===== src/rtl/motor_pkg.sv =====
// rtl/motor_pkg.sv - shared types and constants for the motor PWM scheduler
package motor_pkg;

    localparam int THROTTLE_W = 8;
    localparam logic [THROTTLE_W-1:0] MOTOR_OFF_OFFSET = 8'hFF;

    typedef enum logic [1:0] {
        ST_DISARMED = 2'd0,
        ST_ARMING   = 2'd1,
        ST_ARMED    = 2'd2,
        ST_FAILSAFE = 2'd3
    } motor_state_e;

endpackage


===== src/rtl/motor_pwm_scheduler_slew.sv =====
// rtl/motor_pwm_scheduler_slew.sv - per-channel throttle step, slew limited when MOTOR_SLEW_LIMIT_EN is defined
module slew_limiter
    import motor_pkg::*;
#(
    parameter int SLEW_STEP = 4
) (
    input  logic [THROTTLE_W-1:0] applied,
    input  logic [THROTTLE_W-1:0] target,
    input  logic                  step_en,
    output logic [THROTTLE_W-1:0] next_applied
);

`ifdef MOTOR_SLEW_LIMIT_EN
    localparam bit SLEW_EN = 1'b1;
`else
    localparam bit SLEW_EN = 1'b0;
`endif

    localparam logic signed [THROTTLE_W:0] STEP = (THROTTLE_W + 1)'(SLEW_STEP);

    logic signed [THROTTLE_W:0] diff;
    logic [THROTTLE_W-1:0]      limited;

    // Move toward target by at most STEP; the 9-bit signed difference never wraps
    always_comb begin
        diff = $signed({1'b0, target}) - $signed({1'b0, applied});
        if (diff > STEP) begin
            limited = applied + STEP[THROTTLE_W-1:0];
        end else if (diff < -STEP) begin
            limited = applied - STEP[THROTTLE_W-1:0];
        end else begin
            limited = target;
        end
        if (!step_en) begin
            next_applied = applied;
        end else if (SLEW_EN) begin
            next_applied = limited;
        end else begin
            next_applied = target;
        end
    end

endmodule


===== src/rtl/motor_pwm_scheduler.sv =====
// rtl/motor_pwm_scheduler.sv - frame-aligned throttle commit, arming and watchdog for ESC PWM channels (option: MOTOR_SLEW_LIMIT_EN)
module motor_pwm_scheduler
    import motor_pkg::*;
#(
    parameter int NUM_CH      = 4,
    parameter int ARM_FRAMES  = 64,
    parameter int WDOG_FRAMES = 32,
    parameter int SLEW_STEP   = 4
) (
    input  logic                         clk,
    input  logic                         rst,
    input  logic                         cmd_valid,
    output logic                         cmd_ready,
    input  logic [$clog2(NUM_CH)-1:0]    cmd_ch,
    input  logic [THROTTLE_W-1:0]        cmd_throttle,
    input  logic                         arm_req,
    input  logic                         disarm_req,
    output logic [NUM_CH*THROTTLE_W-1:0] offset_out,
    output logic                         frame_start,
    output logic [1:0]                   state_out,
    output logic                         failsafe
);

    localparam int AW = $clog2(ARM_FRAMES + 1);
    localparam int WW = $clog2(WDOG_FRAMES + 1);

    motor_state_e          state;
    logic [7:0]            frame_cnt;
    logic [AW-1:0]         arm_cnt;
    logic [WW-1:0]         wdog_cnt;
    logic [THROTTLE_W-1:0] shadow       [NUM_CH];
    logic [THROTTLE_W-1:0] applied      [NUM_CH];
    logic [THROTTLE_W-1:0] target       [NUM_CH];
    logic [THROTTLE_W-1:0] next_applied [NUM_CH];
    logic                  boundary;
    logic                  cmd_fire;
    logic                  cmd_in_range;
    logic                  step_en;
    logic                  shadows_zero;
    logic                  next_zero;

    assign boundary     = (frame_cnt == 8'hFF);
    assign cmd_ready    = ~rst;
    assign cmd_fire     = cmd_valid && cmd_ready;
    assign cmd_in_range = (int'(cmd_ch) < NUM_CH);
    assign step_en      = boundary && (state == ST_ARMED || state == ST_FAILSAFE);
    assign state_out    = state;

    // Free-running frame counter kept in lockstep with the generator counters
    always_ff @(posedge clk) begin
        if (rst) begin
            frame_cnt   <= 8'd0;
            frame_start <= 1'b0;
        end else begin
            frame_cnt   <= frame_cnt + 8'd1;
            frame_start <= boundary;
        end
    end

    // Commit targets (zero in failsafe) and all-zero summaries for the FSM
    always_comb begin
        shadows_zero = 1'b1;
        next_zero    = 1'b1;
        for (int i = 0; i < NUM_CH; i++) begin
            target[i] = (state == ST_FAILSAFE) ? '0 : shadow[i];
            if (shadow[i] != '0) shadows_zero = 1'b0;
            if (next_applied[i] != '0) next_zero = 1'b0;
        end
    end

    for (genvar g = 0; g < NUM_CH; g++) begin : g_ch
        slew_limiter #(
            .SLEW_STEP(SLEW_STEP)
        ) u_slew (
            .applied     (applied[g]),
            .target      (target[g]),
            .step_en     (step_en),
            .next_applied(next_applied[g])
        );
        // offset is the bitwise complement of throttle
        assign offset_out[g*THROTTLE_W +: THROTTLE_W] = applied[g] ^ MOTOR_OFF_OFFSET;
    end

    // Safety FSM with shadow/applied registers; disarm overrides everything immediately
    always_ff @(posedge clk) begin
        if (rst || disarm_req) begin
            state    <= ST_DISARMED;
            arm_cnt  <= '0;
            wdog_cnt <= '0;
            for (int i = 0; i < NUM_CH; i++) begin
                shadow[i]  <= '0;
                applied[i] <= '0;
            end
            if (rst) failsafe <= 1'b0;
        end else begin
            // A write on the boundary cycle lands after the commit reads the old shadow
            if (cmd_fire && cmd_in_range && state != ST_FAILSAFE) begin
                shadow[cmd_ch] <= cmd_throttle;
            end
            for (int i = 0; i < NUM_CH; i++) begin
                applied[i] <= (state == ST_DISARMED || state == ST_ARMING) ? '0 : next_applied[i];
            end
            case (state)
                ST_DISARMED: begin
                    if (arm_req) begin
                        state    <= ST_ARMING;
                        failsafe <= 1'b0;
                        arm_cnt  <= '0;
                    end
                end
                ST_ARMING: begin
                    if (!arm_req) begin
                        state <= ST_DISARMED;
                    end else if (boundary) begin
                        if (!shadows_zero) begin
                            arm_cnt <= '0;
                        end else begin
                            arm_cnt <= arm_cnt + AW'(1);
                            if (arm_cnt == AW'(ARM_FRAMES - 1)) begin
                                state    <= ST_ARMED;
                                wdog_cnt <= '0;
                            end
                        end
                    end
                end
                ST_ARMED: begin
                    if (cmd_fire) begin
                        wdog_cnt <= '0;
                    end else if (boundary) begin
                        wdog_cnt <= wdog_cnt + WW'(1);
                        if (wdog_cnt == WW'(WDOG_FRAMES - 1)) begin
                            state    <= ST_FAILSAFE;
                            failsafe <= 1'b1;
                        end
                    end
                end
                ST_FAILSAFE: begin
                    if (boundary && next_zero) state <= ST_DISARMED;
                end
                default: state <= ST_DISARMED;
            endcase
        end
    end

endmodule


===== config.mk =====
export PLATFORM = sky130hd
export DESIGN_NAME = motor_pwm_scheduler
export DESIGN_NICKNAME = d
export VERILOG_FILES = /design/src/rtl/motor_pkg.sv /design/src/rtl/motor_pwm_scheduler_slew.sv /design/src/rtl/motor_pwm_scheduler.sv
export SDC_FILE = /design/constraint.sdc
export NUM_CORES = 1
export LEC_CHECK = 0
export ABC_AREA = 1
export CAP_MARGIN = 5
export CORE_MARGIN = 3
export CORE_UTILIZATION = 30
export CTS_CLUSTER_DIAMETER = 100
export DETAILED_ROUTE_END_ITERATION = 10
export GPL_ROUTABILITY_DRIVEN = 0
export GPL_TIMING_DRIVEN = 0
export PLACE_DENSITY = 0.57
export RECOVER_POWER = 25
export SYNTH_ARGS = -nofsm -noshare
export SYNTH_HDL_FRONTEND = slang
export SYNTH_HIERARCHICAL = 1
export SYNTH_SLANG_ARGS = --single-unit

===== constraint.sdc =====
create_clock -name clk -period 2.8 [get_ports clk]
set_input_delay 0.42 -clock clk [delete_from_list [all_inputs] [get_ports clk]]
set_output_delay 0.42 -clock clk [all_outputs]
set_load 0.01 [all_outputs]

==> key figures, run 1 <==
Outcome
  – Status: complete, no violations

Route
  – Final WL: 9.68 mm
  – Pre-antenna DRT Iters: 4
  – Via count: 3682
  – Vias per cell: ~4.2
  – First DRT Iteration DRCs: 142
  – WL/cell: 10.9 um
  – Post-DRT Antenna Nets: 0
  – # DRC: 0

Setup path
  – CP max-delay cell: dlygate4sd3_1
  – Worst-path maximum fanout: 9
  – Critical path required time: 2.81 ns
  – Critical path class: in -> reg
  – Slowest stage delay, CP: 0.52 ns
  – Critical path arrival: 2.59 ns
  – CP startpoint kind: input pin
  – CP cell instances: dlygate4sd3_1 > inv_1 > nor2_1 > inv_1 > nor2_1 > nand2_1 > nor2_2 > nand2_2 > nand2_1
  – Crit. End Element: register

Clock network
  – CTS tree: yes
  – H-tree Lvls: 3
  – Clock sinks: 89
  – Clk_lat worst skew: 0.34 ns
  – CTS clk-pin slew, worst paths: 0.06 ns
  – Num CTS Buffers: 9
  – CTS root buffer: clkbuf_16
  – Clock buffer depth: 2
  – CTS Hold Bufs: 0

Pwr
  – Cell area power density: 496 nW/um2
  – Pleak: between 2 and 2.5 nW
  – Highest ir drop seen on vdd: roughly 0.27 mV
  – Total power: 2.72 mW

Layout
  – Multi-input gate area: 1720 um2
  – Fraction of layout cells with a size suffix above 1: ~7.5%
  – Finished Cell Area: approximately 5500 um2
  – Area Growth Syn to Fin: 24.4%
  – Nets: 719
  – Fillers: 1538
  – Antenna cell count: 0
  – Reg area: 2110 um2

Synthesis
  – Synth Area per Inst: 6.99 um2
  – Post-synthesis sequential area ratio: a little under half
  – Cell variety after synth: 30
  – Synth top area share: about 25%
  – Mapped cell area: 4420 um2
  – Syn. warnings: 6
  – Area contributors post-synth: dfxtp_1 25%, edfxtp_1 22%, nor2_1 14%
  – Synth Register Bits: approximately 90
  – Mapped Nets: 650
  – Cell taking the most area after synthesis: dfxtp_1
  – Mapped Cells: 632

STA
  – Max-slew violations: 0
  – Final Hold Vio Count: 0
  – Setup TNS: 0 ns
  – Final min period: roughly 2.6 ns
  – Tcrit/Tclk final: 92.4%
  – Clock skew: 0.0104 ns
  – RSZ-0062 raised after global routing: no
  – WHS: 0.289 ns
  – Rel. slew slack: 50.3%
  – FMAX: 386 MHz
  – Final setup fails: 0
  – Worst slew pin tran: 0.743 ns

Die
  – Core area: 14100 um2
  – Die height: ~130 um
  – FP Rows: 43
  – Die area: 16200 um2
  – # IOs: 52
  – Die width: 127 um
  – Initial Utilization: a little under a third

GRT
  – First-pass GRT wire length: 16.0 mm
  – GRT Util Overall: 12.4%
  – Largest net degree at the start of global routing: 16
  – Initial antenna violation count: 0
  – Vias in the first global route: 3410
  – GRT overflow: 0

Place
  – Detail Placement HPWL: 7.21 mm
  – IO buf count: 50
  – Post-DP Area: 5140 um2

Job
  – Max-Cap Viols: 0

Min path
  – Min-delay worst type: in -> reg
-- through the flow --
| step | util [%] | setup WS (ns) | instances |
|---|---|---|---|
| final | 38.8 | 0.212 | 886 |
| after floorplan | - | 0.546 | 632 |
| after CTS | 38.5 | 0.0846 | 878 |
| after detailed placement | 36.4 | -0.221 | 862 |
| after global placement | 36.4 | -0.200 | 862 |
| after global routing | 38.8 | 0.0168 | 886 |
-- what timing repair did --
| action | CTS | global route |
|---|---|---|
| setup buffers | 0 | 8 |
| pin swaps | 0 | 2 |
| resized for setup | 2 | 2 |
| endpoints found under the setup margin | 2 | 2 |
-- registers in the layout, summed over array words and instances (netlist names), named ones only --
name and flops:
state_out 1, applied 32, arm_cnt 7, wdog_cnt 6, frame_cnt 8, frame_start 1, failsafe 1, shadow 32
-- layout by cell type (no fill, tap or decap), drive strengths merged, types with 2 or more instances in the layout --
| cell type | count |
|---|---|
| nor2 | 171 |
| nand2 | 169 |
| inv | 135 |
| dfxtp | 56 |
| edfxtp | 33 |
| clkdlybuf4s50 | 28 |
| dlygate4sd3 | 22 |
| clkbuf | 19 |
| nand3 | 18 |
| buf | 13 |
| a21oi | 9 |
| nand4 | 5 |
| xor2 | 4 |
| nor3 | 3 |
| o21ai | 3 |
| ha | 3 |
| nor3b | 3 |
| nor4 | 2 |
| clkinvlp | 2 |
-- metal layers --
layer	share of wire (%)	wire length, um	global-route usage (%)
met1	49	4710	16.2
met2	46	4430	20.3
met3	4.3	416	3.26
met4	1.3	123	3.72
met5	0	0	0
-- critical path, delay by kind of cell --
| kind | cells | cell delay, ns |
|---|---|---|
| and+or+nand+nor | 6 | 1.48 |
| buffers and inverters | 3 | 0.68 |
-- kinds of logic after synthesis --
group / synth area share, %
AND/OR/NAND/NOR: 35.1
buffers and inverters: 13.3
flip-flops: 47.8
AO/OA/AOI/OAI: 2.07
XOR/XNOR: 0.991
adder cells (fa/ha/maj): 0.849
-- synth_stat cells --
cell,n
nor2_1,163
nand2_1,160
inv_1,129
dfxtp_1,56
edfxtp_1,33
nand3_1,18
a21oi_1,9
nand2_2,9
clkbuf_1,6
inv_2,6
buf_6,5
nor2_2,5
nand4_1,4
xor2_1,4
ha_1,3
nor3_1,3
o21ai_0,3
nor2_4,2
nor3b_1,2
nor4_1,2
a31o_2,1
and2_4,1
nand4_4,1
nor2_8,1
nor3b_2,1
o21a_1,1
o21bai_1,1
o31ai_1,1
or2_0,1
xnor2_1,1
-- final timing paths --
kind / from / end / slack, ns / cells after the start
worst max-delay path: cmd_valid / shadow[1][2] / 0.21 / 9
worst min-delay path: rst / frame_cnt[0] / 0.29 / 2
worst max register to register: frame_cnt[0] / state_out[0] / 0.26 / 19
worst min register to register: frame_cnt[0] / frame_cnt[0] / 0.41 / 1
-- cell type report --
type	instances	area share (%)
clock buffer	13	4.94
inverter	135	9.22
sequential	89	38.4
timing repair buffer	58	10.2
clock inverter	3	0.433
buffer	11	1.43
multi-input combinational	397	31.2
tap	180	4.10
-- power by group --
| part | internal (mW) | switching, mW |
|---|---|---|
| Combinational | 0.0567 | 0.0961 |
| Sequential | 1.38 | 0.0201 |
| Clock | 0.682 | 0.493 |
| Total | 2.12 | 0.609 |
No activity file was read; power rests on OpenSTA's default activity.
==> inputs of run 2 (changes only) <==
==> constraint.sdc (replaced) <==
create_clock -name clk -period 3.12 [get_ports clk]
set_input_delay 0.468 -clock clk [delete_from_list [all_inputs] [get_ports clk]]
set_output_delay 0.468 -clock clk [all_outputs]
set_load 0.01 [all_outputs]
==> run 2 against run 1 <==
Net effect: setup slack improved by 0.089 ns; sequential cell count unchanged; final area fell by 1.3%; sequential share of layout area increased by 0.48 points; die area did not move; first-iteration DRC count decreased by 9.9%; sequential power decreased by 11%; clock power shrank 10%; count of clock-buffer cells in the layout stayed put; cell count is 0.90% lower; via count fell by 1.0%; critical endpoint is now state_out[0]; largest cell class unchanged; largest power group unchanged; highest routed layer unchanged.
==> key figures, run 2 (synthesized netlist as in run 1, its figures left out) <==
Die
  – Die height: around 130 um
  – Die width: 127 um
  – Initial Utilization: 31.2%
  – # IOs: 52
  – Die area: roughly 16000 um2
  – Core area: 14100 um2
  – FP Rows: 43

Layout
  – Most frequent cells in the layout: 165 x nor2_1, 162 x nand2_1, 129 x inv_1, 56 x dfxtp_1, 33 x edfxtp_1
  – Commonest non-fill, non-tap cell in the layout: nor2_1
  – Fillers: ~1500
  – Multi-input gate area: 1710 um2
  – Area Growth Syn to Fin: 22.8%
  – Fraction of layout cells with a size suffix above 1: 6.02%
  – Regs by FF count: applied x32, shadow x32, frame_cnt x8
  – Nets: 711
  – Final Non-Filler Cells: 878
  – Reg area: 2110 um2
  – Antenna cell count: 0

Setup path
  – Reg2reg path depth: 18
  – CP max-delay cell: nor2_2
  – Worst R2R Setup Slack: 0.30 ns
  – Critical Path Most Common Cell: nand2_1
  – Worst reg2reg startpoint: frame_cnt[0]
  – Worst-path maximum fanout: 9
  – CP cell instances: ha_1 > nand2_1 > nor2_4 > nand4_4 > nor2_2 > buf_6 > inv_2 > nand2_1 > nand2_1 > nor2_1 > nand3_1 > nor2_1 > nand2_1 > nor2_1 > nand2_1 > nand2_1 > nand2_1 > nor3b_1
  – R2R Path End: state_out[0]
  – Critical path class: reg -> reg
  – Critical path required time: 3.33 ns
  – Slowest stage delay, CP: 0.39 ns
  – CP startpoint kind: register
  – Crit. End Element: register
  – Critical path arrival: about 3.0 ns

Route
  – Final WL: roughly 9.6 mm
  – # DRC: 0
  – Post-DRT Antenna Nets: 0
  – Pre-antenna DRT Iters: 4
  – First DRT Iteration DRCs: 128
  – Vias per cell: 4.15
  – Via count: around 3600
  – WL/cell: approximately 11 um

Clock network
  – CTS root buffer: clkbuf_16
  – Num CTS Buffers: 9
  – PostCTS Resize Cnt: 0
  – H-tree Lvls: 3
  – CTS tree: yes
  – CTS Hold Bufs: 0
  – Clock sinks: 89
  – Buffer count from post-CTS setup fixing: 0
  – CTS clk-pin slew, worst paths: 0.06 ns
  – Clk_lat worst skew: 0.34 ns
  – Clock buffer depth: 2

GRT
  – GRT overflow: 0
  – GRT Util Overall: 12.4%
  – Initial antenna violation count: 0
  – Largest net degree at the start of global routing: 16
  – First-pass GRT wire length: approximately 16 mm
  – Vias in the first global route: approximately 3400

Place
  – IO buf count: 50
  – Cells after DPL: 862
  – Detail Placement HPWL: 7.21 mm

STA
  – Setup TNS: 0 ns
  – Final setup fails: 0
  – Rel. slew slack: between 40% and 50%
  – Final min period: 2.82 ns
  – Final Hold Vio Count: 0
  – FMAX: 355 MHz
  – RSZ-0062 raised after global routing: no
  – Max-slew violations: 0
  – Worst slew pin tran: 0.761 ns
  – Clock skew: 0.0120 ns
  – Tcrit/Tclk final: between 90% and 100%

Pwr
  – Cell area power density: 450 nW/um2
  – NetSw: 545 uW
  – Combinational power share: 5.6%
  – Register share of total power: 51.3%
  – Internal power: 1.90 mW
  – Pleak: 2.17 nW
  – Highest ir drop seen on vdd: 0.242 mV
  – Clock share of power: 43.1%
  – Sw frac: 22.3%

Min path
  – Min-delay worst type: in -> reg
  – Beginning of the worst hold path: rst
  – Worst hold path depth: 2
  – Hold EP: frame_cnt[1]

Outcome
  – Status: complete, no violations

Job
  – Max-Cap Viols: 0
==> run 2: cell types whose count changed in the layout (fill, tap and decap cells not counted), sizes merged <==
| cell | change |
|---|---|
| buf | -8 |
==> run 2: per-stage QoR <==
step	setup slack [ns]	power (mW)	utilization [%]	instance area, um2	hold WS, ns
after floorplan	0.866	1.36	-	4420	0.402
after global placement	0.120	1.42	36.4	5140	0.421
after detailed placement	0.0991	1.42	36.4	5140	0.433
after CTS	0.0736	2.48	38.4	5440	0.344
after global routing	0.0727	2.55	38.3	5430	0.337
final	0.301	2.44	38.3	5430	0.340
==> run 2: cell type report <==
type	count	share of cell area (%)
repair buffers	50	9.23
multi-input cells	397	31.5
clock buffers	13	5.00
clock inverters	3	0.438
well taps	180	4.15
inverters	135	9.34
flip-flops and latches	89	38.9
plain buffers	11	1.45
==> run 2: power by group through the flow <==
stage | logic (mW) | registers, mW | clock network [mW]
6_report | 0.136 | 1.25 | 1.05
5_1_grt | 0.155 | 1.26 | 1.13
4_1_cts | 0.140 | 1.25 | 1.09
3_5_place_dp | 0.139 | 1.28 | 0
3_3_place_gp | 0.139 | 1.28 | 0
2_1_floorplan | 0.0873 | 1.27 | 0
==> run 2: worst max path at each step <==
stage,depth (start not counted),slack (ns),startpoint,end
6_report,18,0.30,frame_cnt[0],state_out[0]
5_1_grt,20,0.07,frame_cnt[0],register
4_1_cts,18,0.07,frame_cnt[0],state_out[0]
3_5_place_dp,18,0.1,frame_cnt[0],state_out[0]
3_3_place_gp,18,0.12,frame_cnt[0],state_out[0]
2_1_floorplan,18,0.87,frame_cnt[0],state_out[0]
==> run 2: worst max-delay path, delay by kind of cell, from the launching register on <==
kind,cells,cell delay (ns)
simple gates,15,1.88
flops,1,0.35
buf+inv,2,0.28
fa+ha+maj,1,0.17
==> run 2: metal layers <==
metal  GRT usage, %  vias to the layer above  routed length [um]
met5              0                        -                   0
met4           3.72                        0                 127
met3           3.26                        9                 385
met2           20.2                       60                4350
met1           16.2                     1595                4730
li1               -                     1980                   -
==> inputs of run 3 (changes only) <==
--- a/config.mk
+++ b/config.mk
@@ -13,9 +13,8 @@
 export DETAILED_ROUTE_END_ITERATION = 10
 export GPL_ROUTABILITY_DRIVEN = 0
 export GPL_TIMING_DRIVEN = 0
-export PLACE_DENSITY = 0.57
+export PLACE_DENSITY = 0.58
 export RECOVER_POWER = 25
 export SYNTH_ARGS = -nofsm -noshare
 export SYNTH_HDL_FRONTEND = slang
-export SYNTH_HIERARCHICAL = 1
 export SYNTH_SLANG_ARGS = --single-unit
==> run 3 against run 2 <==
Net effect: global-route usage grew 1.7 points; sequential power is essentially flat; clock power grew 10%.
==> key figures, run 3 <==
STA
  – Rel. slew slack: around half
  – Final min period: 2.83 ns
  – FMAX: 354 MHz
  – Final Hold Vio Count: 0
  – RSZ-0062 raised after global routing: no
  – Tcrit/Tclk final: 90.6%
  – Final setup fails: 0
  – Clock skew: 0.0159 ns
  – Max-slew violations: 0
  – Worst slew pin tran: 0.720 ns

Synthesis
  – Asr flop ratio synth: 0%
  – Post-synthesis compound-gate area fraction: under 10%
  – Mapped cell area: 4010 um2
  – Syn. warnings: 0
  – Mapped Cells: just over 500
  – Main combinational cell family by area after synthesis: simple AND/OR/NAND/NOR gates
  – Top-count cell post-synth: nand2_1
  – EDFF count, synth: 33
  – Cell taking the most area after synthesis: dfxtp_1
  – Mapped Nets: between 500 and 600
  – Synth Register Bits: 89
  – Multiplexer share of the synthesized area: 0%
  – Cell variety after synth: 32
  – Area contributors post-synth: dfxtp_1 28%, edfxtp_1 25%, nand2_1 12%
  – Synth Area per Inst: ~7.7 um2
  – Post-Synth Simple-Gate Area: 28.4%
  – Most used DFF post-synth: dfxtp_1
  – Synth top area share: 28.0%
  – Synth cell count leaders: 128 x nand2_1, 94 x nor2_1, 73 x inv_1
  – Post-synthesis sequential area ratio: 52.7%
  – Post-Synth Adder-Cell Area: 0.937%
  – Post-synthesis xor/xnor area fraction: 0.874%

Min path
  – Worst hold path depth: 1
  – Beginning of the worst hold path: frame_cnt[0]
  – Min-delay worst type: reg -> reg
  – Hold EP: frame_cnt[0]

Setup path
  – Critical path class: in -> reg
  – Critical path required time: 3.14 ns
  – Worst path top cell family by delay: simple AND/OR/NAND/NOR gates
  – Reg2reg path depth: 10
  – Crit. End Element: register
  – CP bufs+invs: 1
  – Worst-path maximum fanout: 10
  – Critical path arrival: 2.84 ns
  – CP max-delay cell: nor2_1
  – Critical Path Most Common Cell: nand2_1
  – CP cell instances: clkdlybuf4s50_1 > nor2_1 > nand2_1 > nor2_1 > nand2_1 > nand2_1
  – CP startpoint kind: input pin
  – Slowest stage delay, CP: roughly 0.63 ns
  – Worst R2R Setup Slack: 0.69 ns
  – Worst reg2reg startpoint: frame_cnt[0]
  – R2R Path End: arm_cnt[3]

Place
  – Cells after DPL: 740
  – IO buf count: 51
  – Detail Placement HPWL: roughly 7.7 mm
  – Post-DP Area: 4730 um2

Route
  – # DRC: 0
  – WL/cell: roughly 13 um
  – Pre-antenna DRT Iters: 5
  – Vias per cell: 4.54
  – First DRT Iteration DRCs: 286
  – Final WL: around 10 mm
  – Via count: 3433
  – Post-DRT Antenna Nets: 0

Clock network
  – Buffer count from post-CTS setup fixing: 0
  – H-tree Lvls: 3
  – Clock sinks: 89
  – Num CTS Buffers: 9
  – CTS clk-pin slew, worst paths: 0.06 ns
  – CTS root buffer: clkbuf_16
  – Clock buffer depth: 2
  – Clk_lat worst skew: 0.35 ns
  – CTS tree: yes
  – PostCTS Resize Cnt: 0
  – CTS Hold Bufs: 0

Layout
  – Utilization after layout: 39.4%
  – Final Non-Filler Cells: 756
  – Fraction of layout cells with a size suffix above 1: between 5 and 6%
  – Area Growth Syn to Fin: 26.0%
  – Regs by FF count: applied x32, shadow x32, frame_cnt x8
  – Finished Cell Area: about 5000 um2
  – Commonest non-fill, non-tap cell in the layout: nand2_1
  – Most frequent cells in the layout: 128 x nand2_1, 95 x nor2_1, 73 x inv_1, 56 x dfxtp_1, 47 x a21oi_1
  – Nets: just under 600
  – Antenna cell count: 0

Die
  – Die height: around 120 um
  – Die width: 122 um
  – Initial Utilization: between 30% and 40%
  – Core area: 12800 um2
  – FP Rows: 41
  – Die area: 14800 um2
  – # IOs: 52

GRT
  – Vias in the first global route: around 3300
  – GRT Util Overall: 14.1%
  – GRT overflow: 0
  – Largest net degree at the start of global routing: 16
  – First-pass GRT wire length: 16.3 mm
  – Initial antenna violation count: 0

Pwr
  – Highest ir drop seen on vdd: 0.272 mV
  – Cell area power density: about 500 nW/um2
  – Pleak: 1.90 nW

Job
  – Max-Cap Viols: 0

Outcome
  – Status: complete, no violations
## run 3: changes by cell type in the layout (fill, tap and decap cells not counted), moves of 5 or more
cell / delta
nand4_1: +14
nor4_1: +5
o21ai_0: +5
clkdlybuf4s50_1: -8
dlygate4sd3_1: +9
inv_1: -56
nand3_1: -8
nand2_1: -34
a21oi_1: +38
nand2_2: -6
nor2_1: -70
## run 3: per-stage QoR
step	hold slack, ns	setup TNS (ns)	setup WS, ns	total power [mW]
after floorplan	0.402	0	1.12	1.32
after global placement	0.415	-1.96	-0.115	1.37
after detailed placement	0.431	-1.03	-0.0680	1.37
after CTS	0.446	0	0.283	2.52
after global routing	0.488	0	0.0508	2.58
final	0.438	0	0.294	2.51
## run 3: power breakdown
group	internal [mW]	switching, mW
Sequential	1.23	0.0222
Clock	0.700	0.458
Combinational	0.0350	0.0565
## run 3: kinds of logic after synthesis
group                    count (synthesis)
flip-flops                              89
adder cells (fa/ha/maj)                  3
AO/OA/AOI/OAI                           62
buffers and inverters                   88
AND/OR/NAND/NOR                        271
XOR/XNOR                                 4
## run 3: worst register-to-register path, stage by stage, from the launching register on
cell	delay (ns)
dfxtp_1	0.36
ha_1	0.17
nand2_1	0.07
nor2_1	0.29
nand2_1	0.22
inv_1	0.22
nor2_1	0.06
nor2_1	0.30
inv_1	0.16
o21ai_1	0.37
nor3b_1	0.09
## run 3: how the worst max path moves through the flow
| stage | start | depth (start not counted) | endpoint | slack [ns] |
|---|---|---|---|---|
| global route | rst | 6 | shadow[0][1] | 0.05 |
| floorplan | rst | 5 | shadow[0][0] | 1.12 |
| CTS | rst | 6 | shadow[0][3] | 0.28 |
| global placement | rst | 6 | shadow[2][1] | -0.12 |
| finish | rst | 6 | shadow[0][0] | 0.29 |
| detailed placement | rst | 6 | shadow[0][3] | -0.07 |
## run 3: area by class of cell
type	count	area, um2
Fill cell	1301	7780
Timing Repair Buffer	51	510
Clock buffer	9	225
Inverter	76	285
Sequential cell	89	2110
Multi-Input combinational cell	340	1530
Tap cell	172	215
Clock inverter	7	93.8
Buffer	12	73.8
## run 3: metal layers
layer  track usage [%]  wire length [um]  up-vias
met5                 0                 0        -
met4              6.79               233        0
met3              2.69               404       14
met2              21.9              4540       75
met1              18.9              4890     1565
li1                  -                 -     1779
